==> config.mk <==
export PLATFORM = sky130hd
export DESIGN_NAME = ps2_key_decoder_flat
export DESIGN_NICKNAME = d
export VERILOG_FILES = /design/src/rtl/ps2_pkg.sv /design/src/rtl/ps2_key_decoder_if.sv /design/src/rtl/ps2_ascii_map.sv /design/src/rtl/ps2_key_decoder.sv /design/src/flat_wrapper.sv
export SDC_FILE = /design/constraint.sdc
export NUM_CORES = 1
export LEC_CHECK = 0
export CAP_MARGIN = 10
export CELL_PAD_IN_SITES_DETAIL_PLACEMENT = 2
export CELL_PAD_IN_SITES_GLOBAL_PLACEMENT = 2
export CORE_UTILIZATION = 30
export DETAILED_ROUTE_END_ITERATION = 8
export GPL_TIMING_DRIVEN = 0
export PLACE_DENSITY = 0.85
export SYNTH_ARGS = -nofsm -noshare
export SYNTH_HDL_FRONTEND = slang
export SYNTH_SLANG_ARGS = --single-unit
==> constraint.sdc <==
create_clock -name clk -period 1.7 [get_ports clk]
set_input_delay 0.425 -clock clk [delete_from_list [all_inputs] [get_ports clk]]
set_output_delay 0.425 -clock clk [all_outputs]
set_load 0.03 [all_outputs]
==> src/rtl/ps2_pkg.sv <==
// Shared definitions for the PS/2 scan-code decoder: FSM encoding, prefix bytes,
// direction scan codes and the direction lookup helper.
package ps2_pkg;

  typedef enum logic [2:0] {
    ST_IDLE    = 3'd0,
    ST_EXT     = 3'd1,
    ST_BRK     = 3'd2,
    ST_EXT_BRK = 3'd3,
    ST_PAUSE   = 3'd4
  } state_t;

  localparam logic [7:0] PFX_E0   = 8'hE0;
  localparam logic [7:0] PFX_E1   = 8'hE1;
  localparam logic [7:0] PFX_F0   = 8'hF0;
  localparam logic [7:0] CODE_FA  = 8'hFA;
  localparam logic [7:0] CODE_AA  = 8'hAA;
  localparam logic [7:0] CODE_OV0 = 8'h00;
  localparam logic [7:0] CODE_OVF = 8'hFF;

  // Arrow keys only count when E0-prefixed; WASD only when not.
  localparam logic [7:0] SC_UP    = 8'h75;
  localparam logic [7:0] SC_DOWN  = 8'h72;
  localparam logic [7:0] SC_LEFT  = 8'h6B;
  localparam logic [7:0] SC_RIGHT = 8'h74;
  localparam logic [7:0] SC_W     = 8'h1D;
  localparam logic [7:0] SC_S     = 8'h1B;
  localparam logic [7:0] SC_A     = 8'h1C;
  localparam logic [7:0] SC_D     = 8'h23;

  localparam logic [2:0] PAUSE_SKIP = 3'd7;

  // Direction mask, bit order {right, left, down, up}.
  function automatic logic [3:0] dir_of(input logic [7:0] code, input logic ext);
    dir_of = 4'b0000;
    if (ext) begin
      case (code)
        SC_UP:    dir_of = 4'b0001;
        SC_DOWN:  dir_of = 4'b0010;
        SC_LEFT:  dir_of = 4'b0100;
        SC_RIGHT: dir_of = 4'b1000;
        default:  dir_of = 4'b0000;
      endcase
    end else begin
      case (code)
        SC_W:    dir_of = 4'b0001;
        SC_S:    dir_of = 4'b0010;
        SC_A:    dir_of = 4'b0100;
        SC_D:    dir_of = 4'b1000;
        default: dir_of = 4'b0000;
      endcase
    end
  endfunction

endpackage

==> src/rtl/ps2_key_decoder_if.sv <==
// Byte-stream input and key-event output bundle of the PS/2 decoder.
// master = byte source / event consumer side, slave = decoder side.
interface ps2_key_decoder_if;
  logic [7:0] rx_data;
  logic       read_data;
  logic       key_up;
  logic       key_down;
  logic       key_left;
  logic       key_right;
  logic       key_valid;
  logic [7:0] key_code;
  logic       key_ext;
  logic       key_release;
  logic [6:0] ascii_out;

  modport master (
    output rx_data, read_data,
    input  key_up, key_down, key_left, key_right,
    input  key_valid, key_code, key_ext, key_release, ascii_out
  );

  modport slave (
    input  rx_data, read_data,
    output key_up, key_down, key_left, key_right,
    output key_valid, key_code, key_ext, key_release, ascii_out
  );
endinterface

==> src/rtl/ps2_ascii_map.sv <==
// Scan-code set 2 to uppercase ASCII lookup; only built when PS2_ASCII_EN is defined.
`ifdef PS2_ASCII_EN
module ps2_ascii_map (
  input  logic [7:0] code,
  input  logic       ext,
  output logic [6:0] ascii
);
  always_comb begin
    ascii = 7'h00;
    if (!ext) begin
      case (code)
        8'h45: ascii = 7'h30;  8'h16: ascii = 7'h31;  8'h1E: ascii = 7'h32;
        8'h26: ascii = 7'h33;  8'h25: ascii = 7'h34;  8'h2E: ascii = 7'h35;
        8'h36: ascii = 7'h36;  8'h3D: ascii = 7'h37;  8'h3E: ascii = 7'h38;
        8'h46: ascii = 7'h39;
        8'h1C: ascii = 7'h41;  8'h32: ascii = 7'h42;  8'h21: ascii = 7'h43;
        8'h23: ascii = 7'h44;  8'h24: ascii = 7'h45;  8'h2B: ascii = 7'h46;
        8'h34: ascii = 7'h47;  8'h33: ascii = 7'h48;  8'h43: ascii = 7'h49;
        8'h3B: ascii = 7'h4A;  8'h42: ascii = 7'h4B;  8'h4B: ascii = 7'h4C;
        8'h3A: ascii = 7'h4D;  8'h31: ascii = 7'h4E;  8'h44: ascii = 7'h4F;
        8'h4D: ascii = 7'h50;  8'h15: ascii = 7'h51;  8'h2D: ascii = 7'h52;
        8'h1B: ascii = 7'h53;  8'h2C: ascii = 7'h54;  8'h3C: ascii = 7'h55;
        8'h2A: ascii = 7'h56;  8'h1D: ascii = 7'h57;  8'h22: ascii = 7'h58;
        8'h35: ascii = 7'h59;  8'h1A: ascii = 7'h5A;
        8'h29: ascii = 7'h20;
        default: ascii = 7'h00;
      endcase
    end
  end
endmodule
`endif

==> src/rtl/ps2_key_decoder.sv <==
// PS/2 scan-code parser: make/break/E0/E1 sequences into direction levels and key events.
// Define PS2_ASCII_EN to register an ASCII translation of each event's key code.
module ps2_key_decoder
  import ps2_pkg::*;
#(
  parameter int TIMEOUT_CYCLES = 200000,
  parameter int CNT_W          = $clog2(TIMEOUT_CYCLES + 1)
) (
  input logic               clk,
  input logic               reset,
  ps2_key_decoder_if.slave  bus
);

  state_t           state;
  logic [CNT_W-1:0] cnt;
  logic [2:0]       pause_cnt;
  logic [3:0]       levels;
  logic             valid_q;
  logic [7:0]       code_q;
  logic             ext_q;
  logic             rel_q;

  logic             fire;
  logic             fire_ext;
  logic             fire_rel;
  logic [3:0]       dir;
  logic [7:0]       rx;

  assign rx = bus.rx_data;

  // Decide whether the byte on this strobe completes a scan code.
  always_comb begin
    fire     = 1'b0;
    fire_ext = 1'b0;
    fire_rel = 1'b0;
    if (bus.read_data) begin
      case (state)
        ST_IDLE:    fire = !(rx inside {PFX_E0, PFX_F0, PFX_E1, CODE_FA, CODE_AA,
                                        CODE_OV0, CODE_OVF});
        ST_EXT: begin
          fire     = !(rx inside {PFX_F0, PFX_E0});
          fire_ext = 1'b1;
        end
        ST_BRK: begin
          fire     = 1'b1;
          fire_rel = 1'b1;
        end
        ST_EXT_BRK: begin
          fire     = 1'b1;
          fire_ext = 1'b1;
          fire_rel = 1'b1;
        end
        default: fire = 1'b0;
      endcase
    end
  end

  assign dir = dir_of(rx, fire_ext);

  always_ff @(posedge clk or negedge reset) begin
    if (!reset) begin
      state     <= ST_IDLE;
      cnt       <= '0;
      pause_cnt <= '0;
      levels    <= '0;
      valid_q   <= 1'b0;
      code_q    <= 8'h00;
      ext_q     <= 1'b0;
      rel_q     <= 1'b0;
    end else begin
      valid_q <= fire;
      if (fire) begin
        code_q <= rx;
        ext_q  <= fire_ext;
        rel_q  <= fire_rel;
        levels <= fire_rel ? (levels & ~dir) : (levels | dir);
      end

      if (bus.read_data) begin
        // A strobe always wins over timeout expiry on the same cycle.
        cnt <= '0;
        case (state)
          ST_IDLE: begin
            if (rx == PFX_E0)       state <= ST_EXT;
            else if (rx == PFX_F0)  state <= ST_BRK;
            else if (rx == PFX_E1) begin
              state     <= ST_PAUSE;
              pause_cnt <= PAUSE_SKIP;
            end else if (rx == CODE_OV0 || rx == CODE_OVF) begin
              levels <= '0;
            end
          end
          ST_EXT: begin
            if (rx == PFX_F0)       state <= ST_EXT_BRK;
            else if (rx != PFX_E0)  state <= ST_IDLE;
          end
          ST_BRK, ST_EXT_BRK: state <= ST_IDLE;
          ST_PAUSE: begin
            pause_cnt <= pause_cnt - 3'd1;
            if (pause_cnt == 3'd1) state <= ST_IDLE;
          end
          default: state <= ST_IDLE;
        endcase
      end else if (state != ST_IDLE) begin
        if (cnt == CNT_W'(TIMEOUT_CYCLES - 1)) begin
          state <= ST_IDLE;
          cnt   <= '0;
        end else begin
          cnt <= cnt + 1'b1;
        end
      end else begin
        cnt <= '0;
      end
    end
  end

  assign bus.key_up      = levels[0];
  assign bus.key_down    = levels[1];
  assign bus.key_left    = levels[2];
  assign bus.key_right   = levels[3];
  assign bus.key_valid   = valid_q;
  assign bus.key_code    = code_q;
  assign bus.key_ext     = ext_q;
  assign bus.key_release = rel_q;

`ifdef PS2_ASCII_EN
  logic [6:0] ascii_next;
  logic [6:0] ascii_q;

  ps2_ascii_map u_ascii_map (
    .code  (rx),
    .ext   (fire_ext),
    .ascii (ascii_next)
  );

  always_ff @(posedge clk or negedge reset) begin
    if (!reset)    ascii_q <= 7'h00;
    else if (fire) ascii_q <= ascii_next;
  end

  assign bus.ascii_out = ascii_q;
`else
  assign bus.ascii_out = 7'h00;
`endif

endmodule

==> src/flat_wrapper.sv <==
// flat-port wrapper written by rule: the top's interface ports become plain ports
module ps2_key_decoder_flat import ps2_pkg::*;
#(
  parameter int TIMEOUT_CYCLES = 200000,
  parameter int CNT_W          = $clog2(TIMEOUT_CYCLES + 1)
)
  (clk, reset, bus_rx_data, bus_read_data, bus_key_up, bus_key_down, bus_key_left, bus_key_right, bus_key_valid, bus_key_code, bus_key_ext, bus_key_release, bus_ascii_out);
  ps2_key_decoder_if bus_i ();
  input logic clk;
  input logic reset;
  input wire logic [$bits(bus_i.rx_data)-1:0] bus_rx_data;
  input wire logic [$bits(bus_i.read_data)-1:0] bus_read_data;
  output wire logic [$bits(bus_i.key_up)-1:0] bus_key_up;
  output wire logic [$bits(bus_i.key_down)-1:0] bus_key_down;
  output wire logic [$bits(bus_i.key_left)-1:0] bus_key_left;
  output wire logic [$bits(bus_i.key_right)-1:0] bus_key_right;
  output wire logic [$bits(bus_i.key_valid)-1:0] bus_key_valid;
  output wire logic [$bits(bus_i.key_code)-1:0] bus_key_code;
  output wire logic [$bits(bus_i.key_ext)-1:0] bus_key_ext;
  output wire logic [$bits(bus_i.key_release)-1:0] bus_key_release;
  output wire logic [$bits(bus_i.ascii_out)-1:0] bus_ascii_out;
  assign bus_i.rx_data = bus_rx_data;
  assign bus_i.read_data = bus_read_data;
  assign bus_key_up = bus_i.key_up;
  assign bus_key_down = bus_i.key_down;
  assign bus_key_left = bus_i.key_left;
  assign bus_key_right = bus_i.key_right;
  assign bus_key_valid = bus_i.key_valid;
  assign bus_key_code = bus_i.key_code;
  assign bus_key_ext = bus_i.key_ext;
  assign bus_key_release = bus_i.key_release;
  assign bus_ascii_out = bus_i.ascii_out;
  ps2_key_decoder #(.TIMEOUT_CYCLES(TIMEOUT_CYCLES), .CNT_W(CNT_W)) u_core (.clk(clk), .reset(reset), .bus(bus_i));
endmodule
Word level (Yosys, flattened, before mapping)
Cells that the tools add are included.
Storage, ports and cells
  bits of input ports: 11
  register bits: 39
  word-level logic and storage cells: 89
Operators by class
  equal/unequal tests: 27
  muxes and demuxes: 34
  add/subtract/negate cells: 2
  bitwise logic cells: 3
  reduce and logical (&&, ||, !) cells: 15
Operator list (count)
  $mux 18: 3
  $eq 8x8->1 const B: 6
  $mux 3: 12
  $mux 4: 9
  $eq 8x7->1 const B: 4
  $pmux 4 s4: 2
  $eq 8x5->1 const B: 3
  $add 18x1->18 const B: 1
  $eq 18x18->1 const B: 1
  $reduce_and 5->1: 2
  $pmux 3 s3: 1
  $eq 8x6->1 const B: 1
  $logic_not 8->1: 1
  $ne 8x8->1 const B: 1
  $reduce_bool 2->1: 4
  $reduce_bool 7->1: 1
  $eq 3x1->1 const B: 2
  $eq 3x2->1 const B: 2
  $pmux 3 s2: 1
  $mux 1: 5
  $ne 5x2->1 const B: 1
  $and 4x4->4: 1
  $ne 2x2->1 const B: 2
  $ne 4x2->1 const B: 1
  other kinds (12): 14

Logic depth before layout (Yosys ltp)
  depth after elaboration: 15
  mapped depth: 7
  gate-level depth less buffers: 7

Least setup slack after synthesis
OpenSTA, ideal clock, no wires.
  path kind: input -> register
  start: input bus_rx_data[3]
  end: register u_core.state[0]
  required time: 1.627 ns
  stages on the path: 5
  arrival time: 1.820 ns
  slack: -0.193 ns
  path through: buf_6 or4_4 or4_4 nor2b_4 a21oi_2
Between the ends
  longest elaborated chain between the ends: 5
  elaborated cells on any way between the ends: 12
  classes of those cells: 6 x eq/ne; 5 x mux; 1 x reduce/logical
RTL lines
  from (decl): RTL line flat_wrapper.sv:11  | input wire logic [$bits(bus_i.rx_data)-1:0] bus_rx_data;
  $eq 8x8->1: RTL line ps2_key_decoder.sv:85, ps2_key_decoder.sv:94
  $mux 3: RTL line ps2_key_decoder.sv:85  | else if (rx == PFX_F0) state <= ST_BRK;
  $mux 3: RTL line ps2_key_decoder.sv:84  | if (rx == PFX_E0) state <= ST_EXT;
  $pmux 3 s3: RTL line ps2_key_decoder.sv:82  | case (state)
  $mux 3: RTL line ps2_key_decoder.sv:79  | if (bus.read_data) begin
  to (signal assigned): RTL line ps2_key_decoder.sv:84
  to (signal assigned): RTL line ps2_key_decoder.sv:85
  to (signal assigned): RTL line ps2_key_decoder.sv:87  | state <= ST_PAUSE;
  to (decl): RTL line ps2_key_decoder.sv:14  | state_t state;
Parallel ways exist; a longest one is shown, timed or not.
A chain may end at the register's enable or synchronous reset.

Worst setup path in the final report
  start: register u_core.state[2]
  end: register u_core.levels[2]
Between the ends
  longest elaborated chain between the ends: 15
  elaborated cells on any way between the ends: 24
  classes of those cells: 3 x eq/ne; 15 x mux; 3 x bitwise; 3 x reduce/logical
RTL lines
  from (signal assigned): RTL line ps2_key_decoder.sv:62  | state <= ST_IDLE;
  from (signal assigned): RTL line ps2_key_decoder.sv:84
  from (signal assigned): RTL line ps2_key_decoder.sv:85
  $eq 3x2->1 or $eq 3x1->1 (tied branches): RTL line ps2_key_decoder.sv:37  | case (state)
  $reduce_or 2->1 (no source line)
  $mux 1: RTL line ps2_key_decoder.sv:37
  $mux 1: RTL line ps2_key_decoder.sv:36  | if (bus.read_data) begin
  $mux 4: RTL line ps2_pkg.sv:36  | if (ext) begin
  $not 4->4: RTL line ps2_key_decoder.sv:76  | levels <= fire_rel ? (levels & ~dir) : (levels | dir);
  $and 4x4->4: RTL line ps2_key_decoder.sv:76
  $mux 4: RTL line ps2_key_decoder.sv:76
  $mux 4: RTL line ps2_key_decoder.sv:72  | if (fire) begin
  $mux 4: RTL line ps2_key_decoder.sv:89  | end else if (rx == CODE_OV0 || rx == CODE_OVF) begin
  $mux 4: RTL line ps2_key_decoder.sv:86  | else if (rx == PFX_E1) begin
  $mux 4: RTL line ps2_key_decoder.sv:85
  $mux 4: RTL line ps2_key_decoder.sv:84
  $mux 4: RTL line ps2_key_decoder.sv:82
  $mux 4 (*): RTL line ps2_key_decoder.sv:79
  to (signal assigned): RTL line ps2_key_decoder.sv:76
  to (decl): RTL line ps2_key_decoder.sv:17  | logic [3:0] levels;
Every way passes the cells marked *; elsewhere a longest branch is shown, timed or not.

==> results.rst <==
.. list-table::
   :header-rows: 1

   * - Metric
     - Value
   * - Maximum vdd drop
     - 0.326 mV
   * - Unrepaired setup endpoints after global routing
     - yes
   * - Min Clock Period, post-route
     - 1.85 ns
   * - Largest net degree at the start of global routing
     - 32
   * - Area growth syn-to-layout
     - 42.4%
   * - Number of buffers on the longest clock path
     - 2
   * - Relative contribution of combinational cells to total power
     - 26.1%
   * - Final total negative setup slack
     - -0.916 ns
   * - Worst setup slack for register-to-register paths
     - -0.15 ns
   * - Share of synthesized area spent on multiplexers
     - 1.72%
   * - First DRT Iteration DRCs
     - 54
   * - Mean area per synthesized cell
     - 8.98 µm²
   * - Capturing instance or port of the critical path
     - u_core.levels[2]
   * - Starting Density
     - 31.0%
   * - Cells after Synth
     - 267
   * - Critical Path Max Stage Delay
     - 0.45 ns
   * - Fraction of power spent switching nets
     - 33.9%
   * - Net switching power
     - 0.000893 W
   * - Layout Cell Area excl Fill
     - 3410 µm²
   * - Number of antenna violations at the first check in global routing
     - 0
   * - Startpoint of the lowest-slack register-to-register path
     - u_core.state[2]
   * - RR Endpoint
     - u_core.levels[2]
   * - Clock latency at the later pin of the worst-skew pair
     - 0.32 ns
   * - Clock sinks
     - 39
   * - Data arrival time of the worst path
     - 2.04 ns
   * - Post-synth top flop
     - sky130_fd_sc_hd__dfrtp_1
   * - Cell with the largest stage delay on the worst path
     - sky130_fd_sc_hd__or3b_4
   * - Number of standard-cell rows in the floorplan
     - 32
   * - Total power density per cell area
     - 772 nW/µm²
   * - Count of final hold-check violations
     - 0
   * - Cts bufs inserted
     - 5
   * - Register bit count reported by yosys
     - 39
   * - Wirelength, routed
     - 9680 µm
   * - Global router's overall resource usage
     - 20.8%
   * - Proportion of power drawn by the clock network
     - 33.9%
   * - Detailed-route DRC error count
     - 0
   * - Global-route wire length before repair
     - 13,400 µm
   * - Detailed-placement wirelength estimate
     - 4970 µm
   * - Die Y-Extent
     - 91.4 µm
   * - Worst Path Required
     - 1.89 ns
   * - Area of placed instances
     - 2820 µm²
   * - Count of pins on the block boundary
     - 33
   * - Timing-limited maximum frequency
     - 0.542 GHz
   * - Util after Layout
     - 44.2%
   * - Die area
     - 8350 µm²
   * - Register area
     - 978 µm²
   * - Final worst-path cycle share
     - 109%
   * - Post-Synth XOR/XNOR Area
     - 6.58%
   * - Number of unique standard cell types used by synthesis
     - 53
   * - Core Region
     - 7730 µm²
   * - Number of enable-type register cells in the synthesized netlist
     - 0
   * - Largest family of logic cells by synthesized area
     - simple AND/OR/NAND/NOR gates
   * - Number of global-route vias before repair
     - 2,416
   * - Share of post-route cells with drive strength above 1
     - 31.3%
   * - Total of buffers placed on input and output ports
     - 23
   * - Outcome
     - complete, but fails checks
   * - Detailed-route vias per instance
     - 5.46
   * - Leakage power figure
     - 1.46 nW
   * - Antenna diode count
     - 0
   * - Total of fill cells in the finished design
     - 831
   * - Maximum fanout along the worst path
     - 8
   * - Sequential area share after synthesis
     - 40.7%
   * - Cell-internal power
     - 0.00174 W
   * - Max Cap Violations
     - 0
   * - Complex-gate fraction of the synthesized area
     - 12.8%
   * - Ordered cell list for the critical path
     - buf_6 > nand3b_1 > or3b_4 > o32ai_4 > mux2i_1 > nor2_1
   * - CTS Root Buffer Type
     - sky130_fd_sc_hd__clkbuf_8
   * - Detail Route Antenna Nets
     - 0
   * - Dpl ws
     - -0.933 ns
   * - Critical Path Source
     - u_core.state[2]
   * - CTS tree
     - built
   * - Final Net Count
     - 342
   * - Die extent in x
     - 91.4 µm
   * - Clock-pin slew reported for the worst setup and hold paths after clock tree synthesis
     - 0.09 ns
   * - Adder and majority gate portion of the synthesized area
     - 1.57%
   * - Crit Path Class
     - flip-flop to flip-flop
   * - Synthesized cell area
     - 2400 µm²
   * - Skew final
     - 0.0106 ns
   * - Footprint of the multi-input gates
     - 1540 µm²
   * - Global placement routability congestion
     - 0.836
   * - Worst-margin pin slew
     - 0.625 ns
   * - Routed wire per std cell
     - 22.5 µm
   * - Endpoint class of the critical path
     - flip-flop
   * - Max Slew Vio Count
     - 0
   * - Synthesized-area fraction occupied by and/or/nand/nor cells
     - 29.8%
   * - Post-route setup slack
     - -0.145 ns
   * - Depth of the most critical reg-to-reg path
     - 6
   * - Worst relative slew slack
     - 58.4%
   * - Share of synthesized registers carrying an async set or reset
     - 100%
   * - Number of detailed-routing iterations run before antenna repair
     - 4
   * - Critical path startpoint category
     - flip-flop
   * - Path class of the lowest-slack min-delay path
     - input pin to flip-flop
   * - Sequential power share
     - 40.0%
   * - Count of warnings emitted by yosys
     - 0
   * - Via count of the routed design
     - 2,354
   * - Failing checks
     - setup timing
   * - Depth of the CTS H-tree
     - 2
   * - Final Power
     - 0.00264 W
   * - Setup violation total in the final timing report
     - 16
   * - Overall overflow remaining after global route
     - 0
-- metal layers --
layer  track usage, %  wire length (µm)
met1             24.3              3870
met3             3.27               304
met2             38.3              5190
met4             7.01               320
met5                0                 0
-- area by class of cell --
class	count	area share (%)
flip-flops and latches	39	28.7
repair buffers	49	13.2
inverters	9	0.989
clock inverters	2	1.14
clock buffers	6	2.42
well taps	102	3.74
multi-input cells	206	45.1
plain buffers	18	4.84
-- metrics by stage --
step,instances,hold slack [ns]
5_1_grt,431,0.486
4_1_cts,420,0.424
6_report,431,0.464
3_5_place_dp,399,0.321
3_3_place_gp,398,0.472
2_1_floorplan,273,0.129
-- cell usage in the layout, fill, tap and decap left out, drive strengths merged, types with 10 or more instances in the layout --
cell type    count
a21oi           11
buf             42
clkbuf          11
dfrtp           39
dlygate4sd2     16
inv             10
nand2           27
nand3           24
nor2            35
o211ai          12
xor2            12
-- cells by family after synthesis --
| logic type | after synthesis |
|---|---|
| mux | 4 |
| compound gates | 41 |
| xor+xnor | 18 |
| fa+ha+maj | 3 |
| simple gates | 133 |
| flops | 39 |
| buf+inv | 28 |
| other cells | 1 |
-- synthesized netlist by cell type (all sizes together) (3+ instances only) --
master	count	area, µm²
xor2	12	105
and3	5	31.3
nand2	27	101
a21oi	11	58.8
dfrtp	39	976
mux2i	3	30.0
ha	3	37.5
and2	5	31.3
clkbuf	6	22.5
inv	9	33.8
o211ai	12	90.1
buf	13	104
and4bb	3	37.5
or3	7	43.8
o21ai	5	25.0
nand3	24	120
nor2	35	131
nand4	4	25.0
nor3	5	30.0
xnor2	6	52.6
-- how the worst min path moves through the flow --
stage / startpoint / end / slack, ns / cells past startpoint
6_report: bus_read_data / u_core.pause_cnt[1] / 0.46 / 3
5_1_grt: bus_read_data / u_core.pause_cnt[1] / 0.49 / 3
4_1_cts: bus_rx_data[1] / u_core.bus.key_code[1] / 0.42 / 3
3_5_place_dp: reset / u_core.bus.key_code[7] / 0.32 / 1
3_3_place_gp: u_core.cnt[0] / u_core.cnt[0] / 0.47 / 1
2_1_floorplan: reset / u_core.bus.key_code[0] / 0.13 / 0
-- flip-flops by register name, summed over array words and instances, names as in the netlist --
signal	cells
u_core.bus.key_code	8
u_core.bus.key_ext	1
u_core.bus.key_release	1
u_core.bus.key_valid	1
u_core.cnt	18
u_core.levels	4
u_core.pause_cnt	3
u_core.state	3
-- power groups by stage --
| stage | Sequential [W] | Combinational [W] | Clock (W) |
|---|---|---|---|
| 2_1_floorplan | 0.00114 | 0.000278 | 0 |
| 3_3_place_gp | 0.00106 | 0.000550 | 0 |
| 3_5_place_dp | 0.00107 | 0.000569 | 0 |
| 4_1_cts | 0.00105 | 0.000606 | 0.000899 |
| 5_1_grt | 0.00106 | 0.000738 | 0.000944 |
| 6_report | 0.00105 | 0.000688 | 0.000894 |
-- critical path: cells and delay by family (launching register included) --
family	cells	cell delay, ns
buffers and inverters	1	0.15
AND/OR/NAND/NOR	3	0.70
AO/OA/AOI/OAI	1	0.26
flip-flops	1	0.39
multiplexers	1	0.22
-- timing repair --
| item | in CTS | in global routing |
|---|---|---|
| pin swaps | 11 | 17 |
| setup buffers | 11 | 12 |
| hold endpoints to repair | 8 | 0 |
| resized for setup | 74 | 33 |
| hold buffers | 1 | 0 |
| endpoints found under the setup margin | 54 | 35 |
| cloned | 1 | 1 |
(Power assumes the default switching activity.)
==> variant: new RTL, config.mk and constraints unchanged <==
The 5 states of `state_t` get a one-hot encoding in 5 bits.
--- a/src/rtl/ps2_pkg.sv
+++ b/src/rtl/ps2_pkg.sv
@@ -4,8 +4,8 @@
 
-  typedef enum logic [2:0] {
-    ST_IDLE    = 3'd0,
-    ST_EXT     = 3'd1,
-    ST_BRK     = 3'd2,
-    ST_EXT_BRK = 3'd3,
-    ST_PAUSE   = 3'd4
+  typedef enum logic [4:0] {
+    ST_IDLE    = 5'b00001,
+    ST_EXT     = 5'b00010,
+    ST_BRK     = 5'b00100,
+    ST_EXT_BRK = 5'b01000,
+    ST_PAUSE   = 5'b10000
   } state_t;
Check against the original RTL: same outputs for any inputs over 10 cycles, from zero or initial values and one cycle with reset low; not proved beyond that.
==> variant against the original RTL <==
  * The run ends with hold timing, setup timing left
  * Die area grew 3.0%
  * Wire length grew 2.0%
  * Hold slack lost 0.48 ns
  * Synthesized area grew 3.1%
  * Worst setup slack lost 0.50 ns
  * Cell area grew 4.4%
  * Sequential cell count grew 2
Power is not compared: it rests on default switching activity, and its combinational part moved more than twofold at a synthesized area within 25%.
==> variant: results (changes against the original RTL) <==
- Global-route wire length before repair: 14700 um (+9.9%)
- CTS Buffer Depth: 2 (unchanged)
- Worst min path class: in2async
- Inserted Clock Buffers: 5 (unchanged)
- Final hold slack: -0.0111 ns (-0.475 ns)
- DR WL/cell: 23.8 um (+5.9%)
- Worst Tran Pin Value: 0.579 ns (-0.0452 ns)
- Tot GR Track Use: 0.226 (+0.0179)
- Root buffer cell: clkbuf_8
- Final setup viols: 41 (+25)
- # fillers: 814 (-2.0%)
- Failing checks: hold timing, setup timing
- Most flop-heavy register: u_core.cnt
- Critical Path Fanout Max: 6 (-2)
- Register area share after synthesis: 0.416 (+0.00860)
- Dpl hpwl: 5000 um (+0.57%)
- Netlist cell types: 57 (+7.5%)
- Worst Path Arrival: 2.55 ns (+0.51 ns)
- Largest net degree at the start of global routing: 31 (-3.1%)
- Top area cells in the synthesized netlist: dfrtp_1 41%, xor2_1 5.0%, mux2_4 4.9%
- Drt pass-1 iters: 4 (unchanged)
- Primary FF master, synth: dfrtp_1
- Clk slew on worst S/H paths: 0.10 ns
- Crit Reg-Reg Startpoint: u_core.state[4]
- Nets: 326 (-4.7%)
- Max H-tree Level: 2 (unchanged)
- Max FFs per register: 18 (unchanged)
- Setup Skew: 0.0117 ns (+0.00111 ns)
- Share of cells above drive strength 1: 0.396 (+0.0831)
- Run status: complete, but fails checks
- DRT iter0 DRCs: 76 (+41%)
- Final Hold Viols: 8 (+8)
- Vias in the first global route: 2599 (+7.6%)
- Vias: 2287 (-2.8%)
- PortBufs: 22 (-4.3%)
- Place WS: -1.16 ns (-0.231 ns)
- Antenna violations before repair: 0 (unchanged)
- NetSw: between 0.0015 and 0.002 W
- Ys async rst share: 1.00 (unchanged)
- Post-synth top cells: 40 x dfrtp_1, 29 x nor2_1, 14 x xor2_1, 12 x nand3_1
- Final Worst Setup Slack: -0.650 ns (-0.504 ns)
- RePlAce Congestion: 0.753 (-9.9%)
- R2r endpoint: u_core.bus.key_code[6]
[variant: logic make-up after synthesis]
| group | Yosys count | share of synthesized area |
|---|---|---|
| simple gates | 99 | 0.237 |
| flops | 41 | 0.416 |
| compound gates | 38 | 0.123 |
| buf+inv | 34 | 0.0744 |
| xor+xnor | 20 | 0.0709 |
| mux | 11 | 0.0618 |
| fa+ha+maj | 3 | 0.0152 |
| other cells | 1 | 0.00152 |
[variant: final cells by class]
type,count,area (um2),area share
Tap cell,102,128,0.0358
Multi-Input combinational cell,178,1570,0.440
Timing Repair Buffer,54,494,0.139
Clock inverter,3,68.8,0.0193
Clock buffer,5,68.8,0.0193
Sequential cell,41,1030,0.288
Buffer,21,168,0.0470
Inverter,11,41.3,0.0116
[variant: worst max-delay path, cell delays in order (launching register included)]
cell and delay, ns:
dfrtp_2 0.47, or4b_4 0.60, a211oi_4 0.28, o2111ai_2 0.17
a21boi_2 0.23, buf_6 0.17, mux2_4 0.30
[variant: routing by layer]
metal | up-vias | track usage | wire length (um)
met5 | - | 0 | 0
met2 | 62 | 0.405 | 5350
met3 | 22 | 0.0328 | 247
li1 | 1014 | - | -
met1 | 1189 | 0.256 | 3980
met4 | 0 | 0.123 | 295
[variant: power by group through the flow]
stage	sequential [W]	combinational (W)	clock, W
after floorplan	0.00153	0.000766	0
after global placement	0.00131	0.00142	0
after detailed placement	0.00133	0.00148	0
after CTS	0.00130	0.00198	0.00101
after global routing	0.00134	0.00236	0.00104
final	0.00132	0.00224	0.00101
[variant: stage by stage]
stage	hold WS, ns	cell area (um2)	util	TNS [ns]	cells
6_report	-0.0111	3570	0.454	-21.50	415
4_1_cts	0.00793	3410	0.435	-20.24	408
2_1_floorplan	0.129	2520	-	-9.52	253
3_3_place_gp	0.491	2870	0.366	-69.10	377
5_1_grt	0.00590	3570	0.454	-23.72	415
3_5_place_dp	0.343	2890	0.368	-32.52	378
[variant: repair_timing]
item                                    CTS  global route
gates cloned                              2             0
setup buffers                            21             9
hold buffers                              0             0
endpoints found under the setup margin   56            41
pin swaps                                15             8
resized for setup                        85            22
[variant: worst max-delay path by stage]
| stage | cells past startpoint | endpoint | startpoint | slack (ns) |
|---|---|---|---|---|
| after floorplan | 7 | u_core.bus.key_code[0] | u_core.state[0] | -0.50 |
| after global placement | 8 | u_core.bus.key_code[7] | bus_rx_data[5] | -1.20 |
| after detailed placement | 8 | u_core.bus.key_code[1] | bus_rx_data[5] | -1.16 |
| after CTS | 7 | u_core.bus.key_code[6] | u_core.state[0] | -0.62 |
| after global routing | 7 | u_core.bus.key_code[6] | u_core.state[3] | -0.73 |
| final | 6 | u_core.bus.key_code[6] | u_core.state[4] | -0.65 |
